**config.mk**
```make
export PLATFORM = sky130hd
export DESIGN_NAME = mux_scan_nx1
export DESIGN_NICKNAME = d
export VERILOG_FILES = /design/src/rtl/mux_scan_nx1.sv
export SDC_FILE = /design/constraint.sdc
export NUM_CORES = 1
export LEC_CHECK = 0
export CAP_MARGIN = 5
export CORE_UTILIZATION = 55
export CTS_CLUSTER_DIAMETER = 50
export DETAILED_ROUTE_END_ITERATION = 10
export GPL_ROUTABILITY_DRIVEN = 0
export PLACE_DENSITY = 0.87
export SYNTH_ARGS = -nofsm -noshare
export SYNTH_HDL_FRONTEND = slang
export SYNTH_SLANG_ARGS = --single-unit
```
**constraint.sdc**
```tcl
create_clock -name clk -period 4.8 [get_ports clk]
set_input_delay 0.96 -clock clk [delete_from_list [all_inputs] [get_ports clk]]
set_output_delay 0.96 -clock clk [all_outputs]
set_load 0.005 [all_outputs]
```
**src/rtl/mux_scan_nx1.sv**
```systemverilog
// N-to-1 multiplexer with a registered valid/ready output stage.
// Manual mode follows sel_in; auto mode round-robins the enabled channels with a dwell time.
module mux_scan_nx1 #(
  parameter int N       = 16,
  parameter int W       = 1,
  parameter int DWELL_W = 8,
  localparam int SEL_W  = (N > 1) ? $clog2(N) : 1
) (
  input  logic               clk,
  input  logic               rst_n,
  input  logic [N*W-1:0]     din,
  input  logic               mode,
  input  logic [SEL_W-1:0]   sel_in,
  input  logic [N-1:0]       ch_en,
  input  logic [DWELL_W-1:0] dwell,
  input  logic               start,
  output logic [W-1:0]       y,
  output logic [SEL_W-1:0]   y_ch,
  output logic               y_valid,
  input  logic               y_ready,
  output logic               busy,
  output logic               wrap,
  output logic [1:0]         dbg_state
);

  // Handshake: a sample transfers on any rising clk edge where y_valid & y_ready.
  // The stage reloads only when empty or draining (!y_valid | y_ready); while
  // y_valid & !y_ready, y, y_ch and y_valid do not change.

  typedef enum logic [1:0] {
    ST_IDLE = 2'd0,
    ST_SCAN = 2'd1,
    ST_HOLD = 2'd2
  } state_t;

  state_t             state, state_nxt;
  logic [SEL_W-1:0]   cur, cur_nxt;
  logic [DWELL_W-1:0] cnt, cnt_nxt;
  logic               wrap_nxt;

  logic               loadable;
  logic               load;
  logic [W-1:0]       ld_data;
  logic [SEL_W-1:0]   ld_ch;

  logic [W-1:0]       sel_data;
  logic [W-1:0]       cur_data;
  logic [SEL_W-1:0]   lowest_ch;
  logic [SEL_W-1:0]   above_ch;
  logic               above_found;
  logic [SEL_W-1:0]   adv_ch;
  logic               adv_wrap;
  logic [DWELL_W-1:0] dwell_eff;
  logic [DWELL_W:0]   cnt_inc;
  logic               due;
  logic               scan_exit;

  assign loadable  = !y_valid || y_ready;
  assign dwell_eff = (dwell == '0) ? DWELL_W'(1) : dwell;
  assign cnt_inc   = {1'b0, cnt} + (DWELL_W+1)'(1);
  // >= rather than == so that shrinking dwell mid-count samples at once
  // instead of running the counter all the way round.
  assign due       = cnt_inc >= {1'b0, dwell_eff};
  assign scan_exit = !mode || (ch_en == '0);

  // Channel muxes; out-of-range indices read as zero.
  always_comb begin
    sel_data = '0;
    cur_data = '0;
    for (int k = 0; k < N; k++) begin
      if (sel_in == SEL_W'(k)) sel_data = din[k*W +: W];
      if (cur == SEL_W'(k))    cur_data = din[k*W +: W];
    end
  end

  // Lowest enabled channel, and lowest enabled channel strictly above cur.
  always_comb begin
    lowest_ch   = '0;
    above_ch    = '0;
    above_found = 1'b0;
    for (int i = N-1; i >= 0; i--) begin
      if (ch_en[i]) begin
        lowest_ch = SEL_W'(i);
        if (i > int'(cur)) begin
          above_ch    = SEL_W'(i);
          above_found = 1'b1;
        end
      end
    end
  end

  assign adv_ch   = above_found ? above_ch : lowest_ch;
  assign adv_wrap = !above_found;

  always_comb begin
    state_nxt = state;
    cur_nxt   = cur;
    cnt_nxt   = cnt;
    wrap_nxt  = 1'b0;
    load      = 1'b0;
    ld_data   = '0;
    ld_ch     = '0;
    case (state)
      ST_IDLE: begin
        if (!mode) begin
          if (loadable) begin
            load    = 1'b1;
            ld_data = sel_data;
            ld_ch   = sel_in;
          end
        end else if (start && (ch_en != '0)) begin
          state_nxt = ST_SCAN;
          cur_nxt   = lowest_ch;
          cnt_nxt   = '0;
        end
      end
      ST_SCAN: begin
        if (scan_exit) begin
          state_nxt = ST_IDLE;
        end else if (due) begin
          if (loadable) begin
            load     = 1'b1;
            ld_data  = cur_data;
            ld_ch    = cur;
            cnt_nxt  = '0;
            cur_nxt  = adv_ch;
            wrap_nxt = adv_wrap;
          end else begin
            state_nxt = ST_HOLD;
          end
        end else begin
          cnt_nxt = cnt_inc[DWELL_W-1:0];
        end
      end
      ST_HOLD: begin
        // The pending sample reads din[cur] on the cycle it actually loads.
        if (scan_exit) begin
          state_nxt = ST_IDLE;
        end else if (loadable) begin
          load      = 1'b1;
          ld_data   = cur_data;
          ld_ch     = cur;
          cnt_nxt   = '0;
          cur_nxt   = adv_ch;
          wrap_nxt  = adv_wrap;
          state_nxt = ST_SCAN;
        end
      end
      default: begin
        state_nxt = ST_IDLE;
      end
    endcase
  end

  always_ff @(posedge clk or negedge rst_n) begin
    if (!rst_n) begin
      state <= ST_IDLE;
      cur   <= '0;
      cnt   <= '0;
      wrap  <= 1'b0;
    end else begin
      state <= state_nxt;
      cur   <= cur_nxt;
      cnt   <= cnt_nxt;
      wrap  <= wrap_nxt;
    end
  end

  always_ff @(posedge clk or negedge rst_n) begin
    if (!rst_n) begin
      y       <= '0;
      y_ch    <= '0;
      y_valid <= 1'b0;
    end else if (load) begin
      y       <= ld_data;
      y_ch    <= ld_ch;
      y_valid <= 1'b1;
    end else if (y_ready) begin
      y_valid <= 1'b0;
    end
  end

  assign busy      = (state != ST_IDLE);
  assign dbg_state = state;

  a_stall_stable: assert property (@(posedge clk) disable iff (!rst_n)
    (y_valid && !y_ready) |=> (y_valid && $stable(y) && $stable(y_ch)));

  a_no_idle_scan_load: assert property (@(posedge clk) disable iff (!rst_n)
    (state == ST_IDLE && mode) |-> !load);

endmodule

```
==> qor.yml, run 1 <==
fillCellCount: 359
r2r_start: "cnt[2]$_DFFE_PN0P_"
power_density_nw_per_um2: 379.5
final_cell_mix: "clkdlybuf4s50_1, nor2_1, nand2_1, a21oi_1, o21ai_0"
rows: 24
antenna_found_initial: 0
synth-adder-area-share_pct: 7.039
vias: 2680
ir_worst_vdd_mv: 0.2327
place_inst: 423
switching_share_pct: 47.58
stdcell_count: 427
maxSlewViolCount: 0
r2r_cells: 12
cts_tree: "done"
synthXorXnorAreaFrac_pct: 2.112
fin_skew_ps: 7.565
combPwrFrac_pct: 59.0
p_sw_mw: 0.5603
worst-path-max-fanout: 8
track_usage_pct: 27.70
cts.repair.resized: 0
syn_avg_cell_area_sq_um: 7.587
async_flop_share_pct: 100.0
grt_pass1_wl_microns: 11180
yosysUniqueCellTypes: 62
syn_area_sq_um: 2489
numPortBuffers: 58
antenna_left: 0
hold_viol_final: 0
hold_path.class: "flop to flop"
cts_sinks: 21
clk_pin_slew_worst_paths_ps: 80
synth_top_family_by_area: "compound AO/OA/AOI/OAI gates"
synth_top_area_share_pct: 21.12
first_global_vias: 2518
end_kind: "flop"
power_frac_seq_pct: 30.9
final_common_cell: "clkdlybuf4s50_1"
hold_buffers: 0
pwr-share-clk_pct: 10.1
numCtsBuffers: 3
clk_latency_ps: 270
power.leakage_nw: 1.319
antenna_cells: 0
grt.overflow.total: 0
setup_violations: 0
rsz0062_at_grt: "false"
synth-seq-cells: 21
post-dp-hpwl_microns: 5105
fmax_mhz: 299.7
finalCriticalPeriod_ps: 3337
synth_compound_gate_area_share_pct: 34.44
remaining_drc_errors: 0
synthMuxAreaShare_pct: 4.676
post_dp_cell_area_sq_um: 3057
r2r_slack_ps: 1760
synth_edf_count: 0
drv_cap: 0
ys_seq_area_share_pct: 21.12
yosys-top-cells-area: "dfrtp_1, ha_1, a21oi_1, o21ai_0, nor2_1"
worst_slew_pin_slew_ps: 949.2
wire_per_inst_microns: 15.37
drt-initial-drc-count: 208
yosys.area_share.simple_pct: 23.58
h-tree-depth: 1
required_ps: 4970
cp.arrival_ps: 3500
dieHeight_microns: 69.27
cp-start-kind: "input port"
grt_max_degree: 23
worstSetupPathType: "input port to flop"
slew_headroom_pct: 36.52
status: "finished clean"
drt-pass1-iter-count: 4
cts_buffer_depth: 2
die_area_sq_um: 4798
fin_nets: 439
r2r-end: "y_ch[0]$_DFFE_PN0P_"
finalCritPeriodShare_pct: 69.53
yosysWarnings: 0
die_x_microns: 69.27
fin_area_sq_um: 3103
initial_utilization_pct: 57.16
crit_end: "y_ch[0]$_DFFE_PN0P_"
root_buffer: "clkbuf_8"
ys.flop_type: "dfrtp_1"
drive_gt1_share_pct: 5.867
area_growth_pct: 24.69
viasPerCell: 6.276
yosys.area.top_type: "dfrtp_1"
startpoint: "dwell[4]"
post-cts-setup-buffers: 0
netlist_instances: 328
pin_count: 59
synthesis.nets: 391
p_int_mw: 0.6173
wl_microns: 6564
core_area_sq_um: 4354
tns_ps: 0
p_total_mw: 1.178
==> worst min path at each step <==
stage          slack, ps  cells past startpoint           startpoint                  end
3_5_place_dp         480                      1  y_ch[1]$_DFFE_PN0P_  y_ch[1]$_DFFE_PN0P_
4_1_cts              510                      1  y_ch[1]$_DFFE_PN0P_  y_ch[1]$_DFFE_PN0P_
2_1_floorplan        470                      1  y_ch[0]$_DFFE_PN0P_  y_ch[0]$_DFFE_PN0P_
3_3_place_gp         490                      1  y_ch[3]$_DFFE_PN0P_  y_ch[3]$_DFFE_PN0P_
6_report             500                      1  y_ch[1]$_DFFE_PN0P_  y_ch[1]$_DFFE_PN0P_
5_1_grt              520                      1  y_ch[3]$_DFFE_PN0P_  y_ch[3]$_DFFE_PN0P_
==> final cells by class <==
type / count / area [sq um] / share of cell area, %
Inverter: 22 / 82.58 / 2.661
Clock inverter: 1 / 5.005 / 0.1613
Clock buffer: 3 / 41.29 / 1.331
Multi-Input combinational cell: 268 / 1788 / 57.62
Sequential cell: 21 / 525.5 / 16.94
Timing Repair Buffer: 60 / 595.6 / 19.19
Tap cell: 52 / 65.06 / 2.097
==> state kept, by name (all words and copies together) (netlist names) <==
name / count
wrap: 1
y_valid: 1
y_ch: 4
cur: 4
cnt: 8
dbg_state: 2
y: 1
==> worst max-delay path, stage by stage <==
cell and delay [ps]:
clkdlybuf4s50_1 420, nor4_1 290, a41o_1 220, ha_1 220, nor2b_1 130, o21ai_1 80
a41oi_2 340, a21oi_1 140, o21a_1 290, a22o_1 270, a21o_1 150
==> through the flow <==
| step | worst slack (ps) | hold slack (ps) | utilization [%] |
|---|---|---|---|
| floorplan | 1859 | 473.4 | - |
| global placement | 1294 | 486.0 | 70.20 |
| detailed placement | 1194 | 476.7 | 70.20 |
| CTS | 1482 | 505.5 | 71.26 |
| global route | 1275 | 524.4 | 71.26 |
| finish | 1463 | 500.9 | 71.26 |
==> metal layers <==
layer | up-vias | track usage [%] | part of all wire (%) | routed length [microns]
met5 | - | 0 | 0 | 0
met4 | 0 | 5.669 | 0.21 | 14
met3 | 2 | 4.215 | 5.8 | 383
met2 | 102 | 44.77 | 46 | 3037
met1 | 1262 | 39.21 | 48 | 3127
li1 | 1314 | - | - | -
==> power groups by stage <==
| stage | Combinational [mW] | Sequential, mW | Clock [mW] |
|---|---|---|---|
| after floorplan | 0.557 | 0.272 | 0 |
| after global placement | 0.667 | 0.361 | 0 |
| after detailed placement | 0.681 | 0.361 | 0 |
| after CTS | 0.685 | 0.360 | 0.120 |
| after global routing | 0.771 | 0.378 | 0.127 |
| final | 0.695 | 0.364 | 0.118 |
==> kinds of logic after synthesis <==
logic type | after synthesis
flip-flops | 21
adder cells (fa/ha/maj) | 14
AND/OR/NAND/NOR | 114
multiplexers | 9
XOR/XNOR | 6
AO/OA/AOI/OAI | 125
buffers and inverters | 39
==> cell usage after synthesis, types with 6 or more instances <==
cell type  number
nand2_1        26
a31oi_1         6
nor3_1         11
mux2i_1         6
nand2b_1        7
inv_1          22
a22o_1          7
o21ai_0        24
ha_1           14
nor2_1         27
a21oi_1        26
nand3_1        12
dfrtp_1        21
o21ai_1         6
a21o_1         10
clkbuf_1        7
a22oi_1         6
Power figures use the tool's default switching activity.
==> inputs of run 2 (changes only) <==
--- a/config.mk
+++ b/config.mk
@@ -6,11 +6,11 @@
 export NUM_CORES = 1
 export LEC_CHECK = 0
 export CAP_MARGIN = 5
-export CORE_UTILIZATION = 55
+export CORE_UTILIZATION = 51
 export CTS_CLUSTER_DIAMETER = 50
 export DETAILED_ROUTE_END_ITERATION = 10
 export GPL_ROUTABILITY_DRIVEN = 0
-export PLACE_DENSITY = 0.87
+export PLACE_DENSITY = 0.82
 export SYNTH_ARGS = -nofsm -noshare
 export SYNTH_HDL_FRONTEND = slang
 export SYNTH_SLANG_ARGS = --single-unit
==> constraint.sdc (replaced) <==
create_clock -name clk -period 3.2 [get_ports clk]
set_input_delay 0.64 -clock clk [delete_from_list [all_inputs] [get_ports clk]]
set_output_delay 0.64 -clock clk [all_outputs]
set_load 0.005 [all_outputs]
==> qor.yml, run 2 (synthesis results as in run 1) <==
crit_chain: "nand3_1 -> nor2_2 -> nand4_1 -> xnor2_1 -> ha_1 -> a21oi_1 -> o21ai_0 -> a41oi_2 -> a21oi_1 -> o21a_1 -> a22o_1 -> a21o_1"
power.leakage_nw: 1.340  # +1.6%
cts_tree: "done"
die_area_sq_um: 5163  # +7.6%
critPathMaxStageDelay_ps: 480  # +60 ps
track_usage_pct: 26.96  # -0.74 points
numCtsBuffers: 3  # unchanged
slew_headroom_pct: 35.19  # -1.3 points
initial_utilization_pct: 52.69  # -4.5 points
final_common_cell: "clkdlybuf4s50_1"
largest_register_ffs: 8  # unchanged
dieHeight_microns: 71.86  # +3.7%
finalCritPeriodShare_pct: 92.61
critical_path.top_delay_family: "compound AO/OA/AOI/OAI gates"
cp.arrival_ps: 3120  # -380 ps
h-tree-depth: 1  # unchanged
r2r_slack_ps: 240  # -1520 ps
wire_per_inst_microns: 15.01  # -2.4%
status: "finished clean"
viasPerCell: 6.083  # -3.1%
largestRegisters: "cnt: 8 flops, cur: 4 flops, y_ch: 4 flops"
fin_skew_ps: 6.262  # -1.303 ps
antenna_found_initial: 0  # unchanged
drive_gt1_share_pct: 7.105  # +1.2 points
numPortBuffers: 58  # unchanged
root_buffer: "clkbuf_8"
worstSetupPathType: "flop to flop"
clk_latency_ps: 260  # about the same
cpMaxStageDelayCell: "dfrtp_1"
fin_nets: 444  # +1.1%
drv_cap: 0  # unchanged
drt-initial-drc-count: 209  # +0.48%
hold_viol_final: 0  # unchanged
grt_max_degree: 23  # unchanged
finalCriticalPeriod_ps: 2963
grt_pass1_wl_microns: 11200  # +0.13%
hp-start: "y_ch[2]$_DFFE_PN0P_"
power_density_nw_per_um2: 569.7  # +50%
setup_violations: 0  # unchanged
required_ps: 3360  # -1610 ps
die_x_microns: 71.86  # +3.7%
worst-path-max-fanout: 8  # unchanged
fmax_mhz: 337.4
tns_ps: 0  # unchanged
clk_pin_slew_worst_paths_ps: 80  # about the same
first_global_vias: 2512  # -0.24%
area_growth_pct: 27.05
r2r_cells: 12  # unchanged
holdPathEnd: "y_ch[2]$_DFFE_PN0P_"
rows: 25  # +4.2%
antenna_left: 0  # unchanged
place_ws_ps: -7.039  # -1202 ps
worst_slack_ps: 236.5  # -1226 ps
pin_count: 59  # unchanged
post-dp-hpwl_microns: 5180  # +1.5%
rsz0062_at_grt: "false"
worst_slew_pin_slew_ps: 969.1  # +19.88 ps
cts_sinks: 21  # unchanged
fillCellCount: 411  # +14%
r2r_start: "cnt[2]$_DFFE_PN0P_"
top_register: "cnt"
hold_buffers: 0  # unchanged
remaining_drc_errors: 0  # unchanged
cp-start-kind: "flop"
crit_top_cell: "a21oi_1"
post-cts-setup-buffers: 0  # unchanged
antenna_cells: 0  # unchanged
hold_path.class: "flop to flop"
hold_depth: 1  # unchanged
cts.repair.resized: 0  # unchanged
wl_microns: 6709  # +2.2%
end_kind: "flop"
maxSlewViolCount: 0  # unchanged
core_area_sq_um: 4723  # +8.5%
path_buf_inv: 0  # -1
drt-pass1-iter-count: 7  # +3
r2r-end: "y_ch[0]$_DFFE_PN0P_"
vias: 2719  # +1.5%
final_cell_mix: "clkdlybuf4s50_1, nor2_1, nand2_1, a21oi_1, o21ai_0"
ir_worst_vdd_mv: 0.2634  # +13%
cts_buffer_depth: 2  # unchanged
startpoint: "cnt[2]$_DFFE_PN0P_"
grt.overflow.total: 0  # unchanged
## run 2: changes by cell type in the layout (fill, tap and decap cells not counted), sizes merged
| cell | before | now |
|---|---|---|
| buf | 2 | 7 |
| clkinv | 1 | 0 |
| clkinvlp | 0 | 1 |
## run 2: layout make-up
class / count / area, sq um / area share, %
Tap cell: 67 / 83.83 / 2.651
Multi-Input combinational cell: 268 / 1788 / 56.55
Timing Repair Buffer: 65 / 633.1 / 20.02
Inverter: 22 / 82.58 / 2.612
Sequential cell: 21 / 525.5 / 16.62
Clock buffer: 3 / 41.29 / 1.306
Clock inverter: 1 / 7.507 / 0.2374
## run 2: worst max-delay path by stage
stage / end / slack [ps] / cells after the start
floorplan: y_ch[1]$_DFFE_PN0P_ / 580 / 10
global route: y_ch[3]$_DFFE_PN0P_ / 30 / 12
global placement: y_ch[1]$_DFFE_PN0P_ / 80 / 11
finish: y_ch[0]$_DFFE_PN0P_ / 240 / 12
detailed placement: y_ch[0]$_DFFE_PN0P_ / -7 / 11
CTS: y_ch[0]$_DFFE_PN0P_ / 260 / 11
## run 2: power breakdown
group | internal (mW) | switching [mW]
Sequential | 0.343 | 0.190
Clock | 0.0879 | 0.0918
Combinational | 0.517 | 0.572
Total | 0.947 | 0.854
## run 2: routing by layer
layer | share of wire [%] | up-vias | wire length, microns | track usage, %
met5 | 0 | - | 0 | 0
met4 | 0.28 | 0 | 19 | 5.664
met3 | 7.3 | 2 | 488 | 4.360
met2 | 48 | 117 | 3196 | 45.07
met1 | 45 | 1274 | 3004 | 36.77
li1 | - | 1326 | - | -
## run 2: stage by stage
stage,utilization [%],hold WS (ps),instances,area (sq um),power (mW)
5_1_grt,66.94,516.7,447,3162,1.947
3_3_place_gp,65.91,484.8,443,3113,1.573
6_report,66.94,494.9,447,3162,1.801
3_5_place_dp,65.91,478.1,443,3113,1.606
2_1_floorplan,-,344.4,328,2489,1.243
4_1_cts,66.94,497.9,447,3162,1.790
## run 2: worst register-to-register path, delay by kind of cell (launching register included)
family	cells	cell delay, ps
adder cells (fa/ha/maj)	1	280
XOR/XNOR	1	240
flip-flops	1	480
AND/OR/NAND/NOR	3	480
AO/OA/AOI/OAI	7	1370
